`config.mk`:
```
export PLATFORM = sky130hd
export DESIGN_NAME = i2c_write_sequencer
export DESIGN_NICKNAME = d
export VERILOG_FILES = /design/src/rtl/i2c_write_sequencer.sv
export SDC_FILE = /design/constraint.sdc
export NUM_CORES = 1
export LEC_CHECK = 0
export BUFFER_PORTS_ARGS = -buffer_cell sky130_fd_sc_hd__buf_4
export CAP_MARGIN = 20
export CORE_ASPECT_RATIO = 1.5
export CORE_MARGIN = 3
export CORE_UTILIZATION = 51
export CTS_BUF_LIST = sky130_fd_sc_hd__clkbuf_4 sky130_fd_sc_hd__clkbuf_8
export DETAILED_ROUTE_END_ITERATION = 8
export PLACE_DENSITY = 0.78
export SYNTH_ARGS = -nofsm -noshare
export SYNTH_HDL_FRONTEND = slang
export SYNTH_SLANG_ARGS = --single-unit
export TNS_END_PERCENT = 10
```
`constraint.sdc`:
```
create_clock -name clock_i -period 1.7 [get_ports clock_i]
set_clock_uncertainty 0.15 [all_clocks]
set_input_delay 0.255 -clock clock_i [delete_from_list [all_inputs] [get_ports clock_i]]
set_output_delay 0.255 -clock clock_i [all_outputs]
set_load 0.05 [all_outputs]
```
`src/rtl/i2c_write_sequencer.sv`:
```
// Single-byte I2C write controller. Both edges of the baud generator's output
// are half-bit ticks; SCL/SDA are decoded from the sequencing state.
module i2c_write_sequencer #(
    parameter int ADDR_BITS   = 7,
    parameter bit IGNORE_NACK = 1'b0
) (
    input  logic                 clock_i,
    input  logic                 reset_n_i,
    input  logic                 go_i,
    input  logic [ADDR_BITS-1:0] slave_addr_i,
    input  logic [7:0]           write_data_i,
    input  logic                 clock_i2c_i,
    output logic                 baud_enable_o,
    output logic                 scl_o,
    output logic                 sda_out_o,
    output logic                 sda_out_enable_o,
    input  logic                 sda_in_i,
    output logic                 busy_o,
    output logic                 done_o,
    output logic                 ack_error_o
);
    localparam int MAX_BITS = (ADDR_BITS > 7) ? ADDR_BITS : 7;
    localparam int CW       = $clog2(MAX_BITS + 1);

    typedef enum logic [3:0] {
        IDLE, START, ADDR_LO, ADDR_HI, ACK1_LO, ACK1_HI,
        DATA_LO, DATA_HI, ACK2_LO, ACK2_HI, STOP_LO, STOP_HI
    } state_t;

    state_t             state_q, state_d;
    logic               clk_prev_q;
    logic [CW-1:0]      cnt_q, cnt_d;
    logic [ADDR_BITS:0] addr_q, addr_d;
    logic [7:0]         data_q, data_d;
    logic               ack_error_q, ack_error_d;
    logic               done_q, done_d;
    logic               tick;

    // Either generator edge is a tick; anything seen while idle is dropped.
    assign tick = (clock_i2c_i != clk_prev_q) && (state_q != IDLE);

    always_ff @(posedge clock_i or negedge reset_n_i) begin
        if (!reset_n_i) begin
            state_q     <= IDLE;
            clk_prev_q  <= 1'b0;
            cnt_q       <= '0;
            addr_q      <= '0;
            data_q      <= '0;
            ack_error_q <= 1'b0;
            done_q      <= 1'b0;
        end else begin
            state_q     <= state_d;
            clk_prev_q  <= clock_i2c_i;
            cnt_q       <= cnt_d;
            addr_q      <= addr_d;
            data_q      <= data_d;
            ack_error_q <= ack_error_d;
            done_q      <= done_d;
        end
    end

    always_comb begin
        state_d     = state_q;
        cnt_d       = cnt_q;
        addr_d      = addr_q;
        data_d      = data_q;
        ack_error_d = ack_error_q;
        done_d      = 1'b0;
        case (state_q)
            IDLE: begin
                // A Go coinciding with the Done pulse is not a new request.
                if (go_i && !done_q) begin
                    addr_d      = {slave_addr_i, 1'b0};
                    data_d      = write_data_i;
                    ack_error_d = 1'b0;
                    state_d     = START;
                end
            end
            START: if (tick) begin
                cnt_d   = CW'(ADDR_BITS);
                state_d = ADDR_LO;
            end
            ADDR_LO: if (tick) state_d = ADDR_HI;
            ADDR_HI: if (tick) begin
                if (cnt_q == '0) begin
                    state_d = ACK1_LO;
                end else begin
                    cnt_d   = cnt_q - 1'b1;
                    state_d = ADDR_LO;
                end
            end
            ACK1_LO: if (tick) state_d = ACK1_HI;
            ACK1_HI: if (tick) begin
                if (sda_in_i) ack_error_d = 1'b1;
                if (!sda_in_i || IGNORE_NACK) begin
                    cnt_d   = CW'(7);
                    state_d = DATA_LO;
                end else begin
                    state_d = STOP_LO;
                end
            end
            DATA_LO: if (tick) state_d = DATA_HI;
            DATA_HI: if (tick) begin
                if (cnt_q == '0) begin
                    state_d = ACK2_LO;
                end else begin
                    cnt_d   = cnt_q - 1'b1;
                    state_d = DATA_LO;
                end
            end
            ACK2_LO: if (tick) state_d = ACK2_HI;
            ACK2_HI: if (tick) begin
                if (sda_in_i) ack_error_d = 1'b1;
                state_d = STOP_LO;
            end
            STOP_LO: if (tick) state_d = STOP_HI;
            STOP_HI: if (tick) begin
                done_d  = 1'b1;
                state_d = IDLE;
            end
            default: state_d = IDLE;
        endcase
    end

    always_comb begin
        scl_o            = 1'b1;
        sda_out_enable_o = 1'b0;
        busy_o           = 1'b1;
        baud_enable_o    = 1'b1;
        case (state_q)
            IDLE: begin
                busy_o        = 1'b0;
                baud_enable_o = 1'b0;
            end
            START:   sda_out_enable_o = 1'b1;
            ADDR_LO: begin
                scl_o            = 1'b0;
                sda_out_enable_o = ~addr_q[cnt_q];
            end
            ADDR_HI: sda_out_enable_o = ~addr_q[cnt_q];
            ACK1_LO, ACK2_LO: scl_o = 1'b0;
            DATA_LO: begin
                scl_o            = 1'b0;
                sda_out_enable_o = ~data_q[cnt_q[2:0]];
            end
            DATA_HI: sda_out_enable_o = ~data_q[cnt_q[2:0]];
            STOP_LO: begin
                scl_o            = 1'b0;
                sda_out_enable_o = 1'b1;
            end
            STOP_HI: sda_out_enable_o = 1'b1;
            default: ;
        endcase
    end

    assign sda_out_o   = 1'b0;
    assign done_o      = done_q;
    assign ack_error_o = ack_error_q;

endmodule

```
Word level (Yosys, flattened, before mapping)
Index checks and enable logic that the tools add are counted.
{ "totals": {"register_bits": 25, "word_cells": 93} }
{ "op_classes": {"muxes": 35, "n_bitwise": 2, "addsub": 1, "magnitude_cmp": 1, "n_reduce_logical": 18, "n_eq_ne": 29} }
{ "ops": {"columns": ["op", "count"], "rows": [
  ["$mux W4", 14],
  ["$pmux W4 S12", 1],
  ["$ne A2 B2 Y1 const B", 14],
  ["$mux W3", 6],
  ["$eq A4 B3 Y1 const B", 4],
  ["$eq A4 B4 Y1 const B", 4],
  ["$reduce_and A12 Y1", 1],
  ["$mux W1", 9],
  ["$pmux W3 S3", 1],
  ["$eq A4 B2 Y1 const B", 2],
  ["$reduce_or A2 Y1", 4],
  ["$bmux W1 S3", 2],
  ["$ne A2 B1 Y1 const B", 3],
  ["$reduce_and A6 Y1", 1],
  ["$reduce_or A5 Y1", 1],
  ["$eq A4 B1 Y1 const B", 1],
  ["$logic_not A4 Y1", 1],
  ["$lt A3 B4 Y1 const B", 1],
  ["$reduce_and A4 Y1", 1],
  ["$reduce_bool A4 Y1", 1],
  ["$logic_not A3 Y1", 1],
  ["$pmux W1 S3", 1],
  ["$reduce_bool A3 Y1", 1],
  ["$reduce_or A3 Y1", 1],
  ["other kinds (8)", 10]
]} }

Longest topological paths before layout
{ "depth": {"word_depth": 4, "depth_mapped": 7} }

Worst setup path before layout
No wires, ideal clock.
{ "synth_path": {"path_kind": "register -> output", "startpoint": "register cnt_q[1]", "endpoint": "output sda_out_enable_o", "setup_slack_ns": -1.180, "t_arrival_ns": 2.475, "n_path_buf": 1, "t_required_ns": 1.295, "stages_incl_launch_ff": 6, "path_cell_list": "dfrtp_1 -> clkbuf_1 -> mux4_2 -> nor2_1 -> nor4_1 -> a221oi_1"} }
{ "synth_between": {"elab_chain_len": 4} }
{ "synth_rtl": {"columns": ["element", "line", "source"], "rows": [
  ["from (decl)", "32", "logic [CW-1:0] cnt_q, cnt_d;"],
  ["from (signal assigned)", "54", "cnt_q <= cnt_d;"],
  ["$bmux W1 S3 (on tied branches)", null, null],
  ["$mux W1 (on tied branches)", null, null],
  ["$not A1 Y1 (on tied branches)", null, null],
  ["$pmux W1 S3 *", "130", "case (state_q)"],
  ["to (decl)", "16", "output logic sda_out_enable_o,"]
]} }
Mark *: on every way between the ends. The rest lies on a longest branch, timed or not. The select of a mux whose other input is x is not followed.

Worst setup path after layout
{ "layout_path": {"startpoint": "register cnt_q[0]", "endpoint": "output sda_out_enable_o"} }
Same word-level chain as after synthesis.

==> insert_results.sql <==
INSERT INTO impl_metrics (metric_group, metric, value, unit) VALUES
('sta', 'slew_viol_final', '0', ''),
('global_routing', 'grt_pass1_wl', '4.82', 'mm'),
('layout', 'antenna_cells_inserted', '0', ''),
('placed_design', 'place_worst_setup_slack', '-0.355', 'ns'),
('placed_design', 'place.port_buffers', '25', ''),
('sta', 'period_minus_slack', '2.37', 'ns'),
('setup_path', 'slowest_stage', 'mux4_2', ''),
('power', 'pwr_density_cell', '1720', 'mW/mm^2'),
('floorplanning', 'core-area', '0.00245', 'mm^2'),
('layout', 'area_growth', '43.2', '%'),
('setup_path', 'crit_chain', 'mux4_2 > mux2i_2 > a31oi_2 > a221oi_4 > buf_6', ''),
('global_routing', 'globalRoute.totalOverflow', '0', ''),
('setup_path', 'rrSetupSlack', '-0.32', 'ns'),
('sta', 'fmax', '423', 'MHz'),
('detailed_routing', 'detail_route.wirelength', '2.96', 'mm'),
('layout', 'final_net_count', '183', ''),
('setup_path', 'delay_of_the_slowest_cell_on_the_worst_path', '0.52', 'ns'),
('yosys', 'post_synth_inst_count', '113', ''),
('detailed_routing', 'routedWlPerCell', '16.1', 'um'),
('sta', 'final_setup_violation_count', '25', ''),
('floorplanning', 'die_area', '0.00325', 'mm^2'),
('sta', 'hold_viol', '0', ''),
('power', 'p_leak', '0.874', 'nW'),
('yosys', 'synth_largest_area_cell', 'dfrtp_1', ''),
('worst_hold_path', 'min_path_type', 'in2reg', ''),
('run_status', 'violations', 'negative setup slack', ''),
('cts', 'cts.reportedPaths.clkPinSlew', '0.12', 'ns'),
('setup_path', 'worst-path-max-fanout', '3', ''),
('sta', 'setup_total_negative_slack', '-4.55', 'ns'),
('floorplanning', 'vertical_extent_of_the_die', '68.4', 'um'),
('job', 'maxCapViolCount', '0', ''),
('power', 'irDropWorstVdd', '0.00170', 'V'),
('setup_path', 'arrival', '1.96', 'ns'),
('cts', 'tritoncts', 'done', ''),
('layout', 'utilization', '77.3', '%'),
('global_routing', 'number_of_global_route_vias_before_repair', '1149', ''),
('floorplanning', 'design.portCount', '27', ''),
('cts', 'root_buffer', 'clkbuf_4', ''),
('sta', 'timing.final.crit_share', '139', '%'),
('sta', 'finalWorstSetupSlack', '-0.665', 'ns'),
('layout', 'share_of_final_layout_standard_cells_stronger_than_drive_strength_1', '56.3', '%'),
('setup_path', 'path_class', 'reg2out', ''),
('detailed_routing', 'drc_errors', '0', ''),
('detailed_routing', 'dr_vias_cell', '5.85', ''),
('yosys', 'synth_fp_nets', '135', ''),
('cts', 'ctsHtreeMaxLevel', '1', ''),
('floorplanning', 'core.rowCount', '22', ''),
('placed_design', 'dpl_cell_area', '0.00166', 'mm^2'),
('placed_design', 'place_hpwl', '2.07', 'mm'),
('detailed_routing', 'total_vias_in_the_final_route', '1076', ''),
('layout', 'final_cell_area', '0.00189', 'mm^2'),
('global_routing', 'grt_max_degree', '26', ''),
('setup_path', 'worstSetupStartpointType', 'flip-flop', ''),
('floorplanning', 'chipWidth', '47.6', 'um'),
('cts', 'worst_skew_pair.late_latency', '0.32', 'ns'),
('yosys', 'synth_top_cell_area_share', '47.3', '%'),
('setup_path', 'cp_top_family', 'multiplexers', ''),
('yosys', 'synth.lib_cells_used.distinct', '36', ''),
('cts', 'ctsLongestPathBuffers', '2', ''),
('setup_path', 'cp.required', '1.29', 'ns'),
('yosys', 'syn_area', '0.00132', 'mm^2'),
('cts', 'clock_sinks', '25', ''),
('yosys', 'seq_area_frac_synth', '47.3', '%'),
('detailed_routing', 'route.antenna.remaining_nets', '0', ''),
('global_routing', 'antenna_violations_before_repair', '0', ''),
('global_routing', 'global_route.usage.total', '20.7', '%'),
('yosys', 'synth.yosys.warnings', '0', ''),
('yosys', 'synth.top_cells.by_area', 'dfrtp_1 47%, mux2_2 14%, mux4_2 5.1%', ''),
('setup_path', 'buf_inv_on_cp', '1', ''),
('yosys', 'ys_ff_latch', '25', ''),
('setup_path', 'critPathCaptureType', 'primary output', ''),
('placed_design', 'gp_congestion', '0.860', ''),
('floorplanning', 'start_util', '54.0', '%'),
('sta', 'rsz0062_at_grt', 'true', ''),
('detailed_routing', 'first_pass_iters', '4', ''),
('detailed_routing', 'drt_iter0_markers', '15', ''),
('run_status', 'status', 'complete, but fails checks', ''),
('cts', 'tritoncts.num_buffers', '3', ''),
('yosys', 'synth.avg_cell_area', '11.7', 'um^2');
worst reg2reg max path, stage by stage (launching register included):
cell	delay (ns)
dfrtp_2	0.45
buf_4	0.14
buf_6	0.12
inv_4	0.05
buf_4	0.10
ha_4	0.13
nand2b_4	0.05
or2_4	0.26
and3_4	0.19
mux2_2	0.27
cells in the mapped netlist (all sizes together):
library cell	instances
o21ai	3
nand2b	2
a31o	1
o32a	1
mux2i	4
a31oi	4
and2	2
a21oi	5
nor2b	2
nor2	5
conb	1
clkbuf	3
mux4	3
xor2	2
inv	8
or2	1
o31ai	1
nor4bb	1
nand3	1
ha	2
nor3	1
nand2	4
or3	1
a41oi	1
nor4	2
buf	6
a2111oi	1
and3	1
mux2	17
dfrtp	25
a221oi	2
power by group:
group | switching (mW) | internal, mW
clock network | 0.167 | 0.108
registers | 0.222 | 0.848
logic | 0.942 | 0.965
total | 1.33 | 1.92
cell usage in the layout (no fill, tap or decap), types with 2 or more instances in the layout:
master         Yosys  layout
a21oi_2            0       2
dfrtp_1           25      22
mux2_2            17      17
dfrtp_2            0       3
buf_6              1       4
nor2_1             5       5
nor2b_1            2       2
nand2_1            3       3
buf_4              3      41
inv_1              8       7
clkbuf_4           0       4
a31oi_1            4       3
xor2_1             2       2
mux4_2             3       3
dlygate4sd3_1      0       6
a21oi_1            5       3
mux2i_1            4       2
o21ai_0            3       3
metal layers:
metal	track usage, %	vias up	wire length (um)
li1	-	498	-
met1	21.5	521	1070
met2	39.4	42	1670
met3	2.37	15	121
met4	8.42	0	102
met5	0	-	0
cells by family (layout without fill, tap and decap cells):
kind of cell,count (synthesis),after routing,synth area share [%]
fa+ha+maj,2,2,1.89
simple gates,23,23,10.6
flops,25,25,47.3
compound gates,19,19,9.56
buf+inv,17,64,6.43
other cells,1,1,0.284
mux,24,24,22.6
xor+xnor,2,2,1.32
final timing paths:
path / start / end / cells after the start
min in group asynchronous: reset_n_i / done_o$_DFF_PN0_ / 2
max: cnt_q[0]$_DFFE_PN0P_ / sda_out_enable_o / 5
min reg2reg: data_q[7]$_DFFE_PN0P_ / data_q[7]$_DFFE_PN0P_ / 1
min: write_data_i[6] / data_q[6]$_DFFE_PN0P_ / 2
max in group asynchronous: reset_n_i / cnt_q[0]$_DFFE_PN0P_ / 2
max reg2reg: cnt_q[0]$_DFFE_PN0P_ / cnt_q[1]$_DFFE_PN0P_ / 9
through the flow:
stage          hold slack (ns)  power, mW  instances
2_1_floorplan           -0.191       2.14        113
3_3_place_gp            0.0188       2.59        172
3_5_place_dp            0.0215       2.66        172
4_1_cts               0.000969       3.10        179
5_1_grt                0.00199       3.45        184
6_report                0.0104       3.25        184
area by class of cell:
class / instances / area, um^2
multi-input combinational: 71 / 739
sequential: 25 / 629
clock buffer: 4 / 30.0
inverter: 8 / 32.5
fill: 153 / 556
tap: 24 / 30.0
timing repair buffer: 52 / 433
state kept, by name, indices dropped and copies added (netlist names):
signal       count
data_q           8
done_o           1
state_q          4
ack_error_o      1
clk_prev_q       1
addr_q           7
cnt_q            3
what timing repair did:
action | CTS | global route
buffers inserted | 2 | 1
hold buffers | 2 | 4
endpoints found under the hold margin | 26 | 4
endpoints found under the setup margin | 24 | 26
gates resized for setup | 18 | 9
pin swaps | 3 | 5
(Power assumes the default switching activity.)
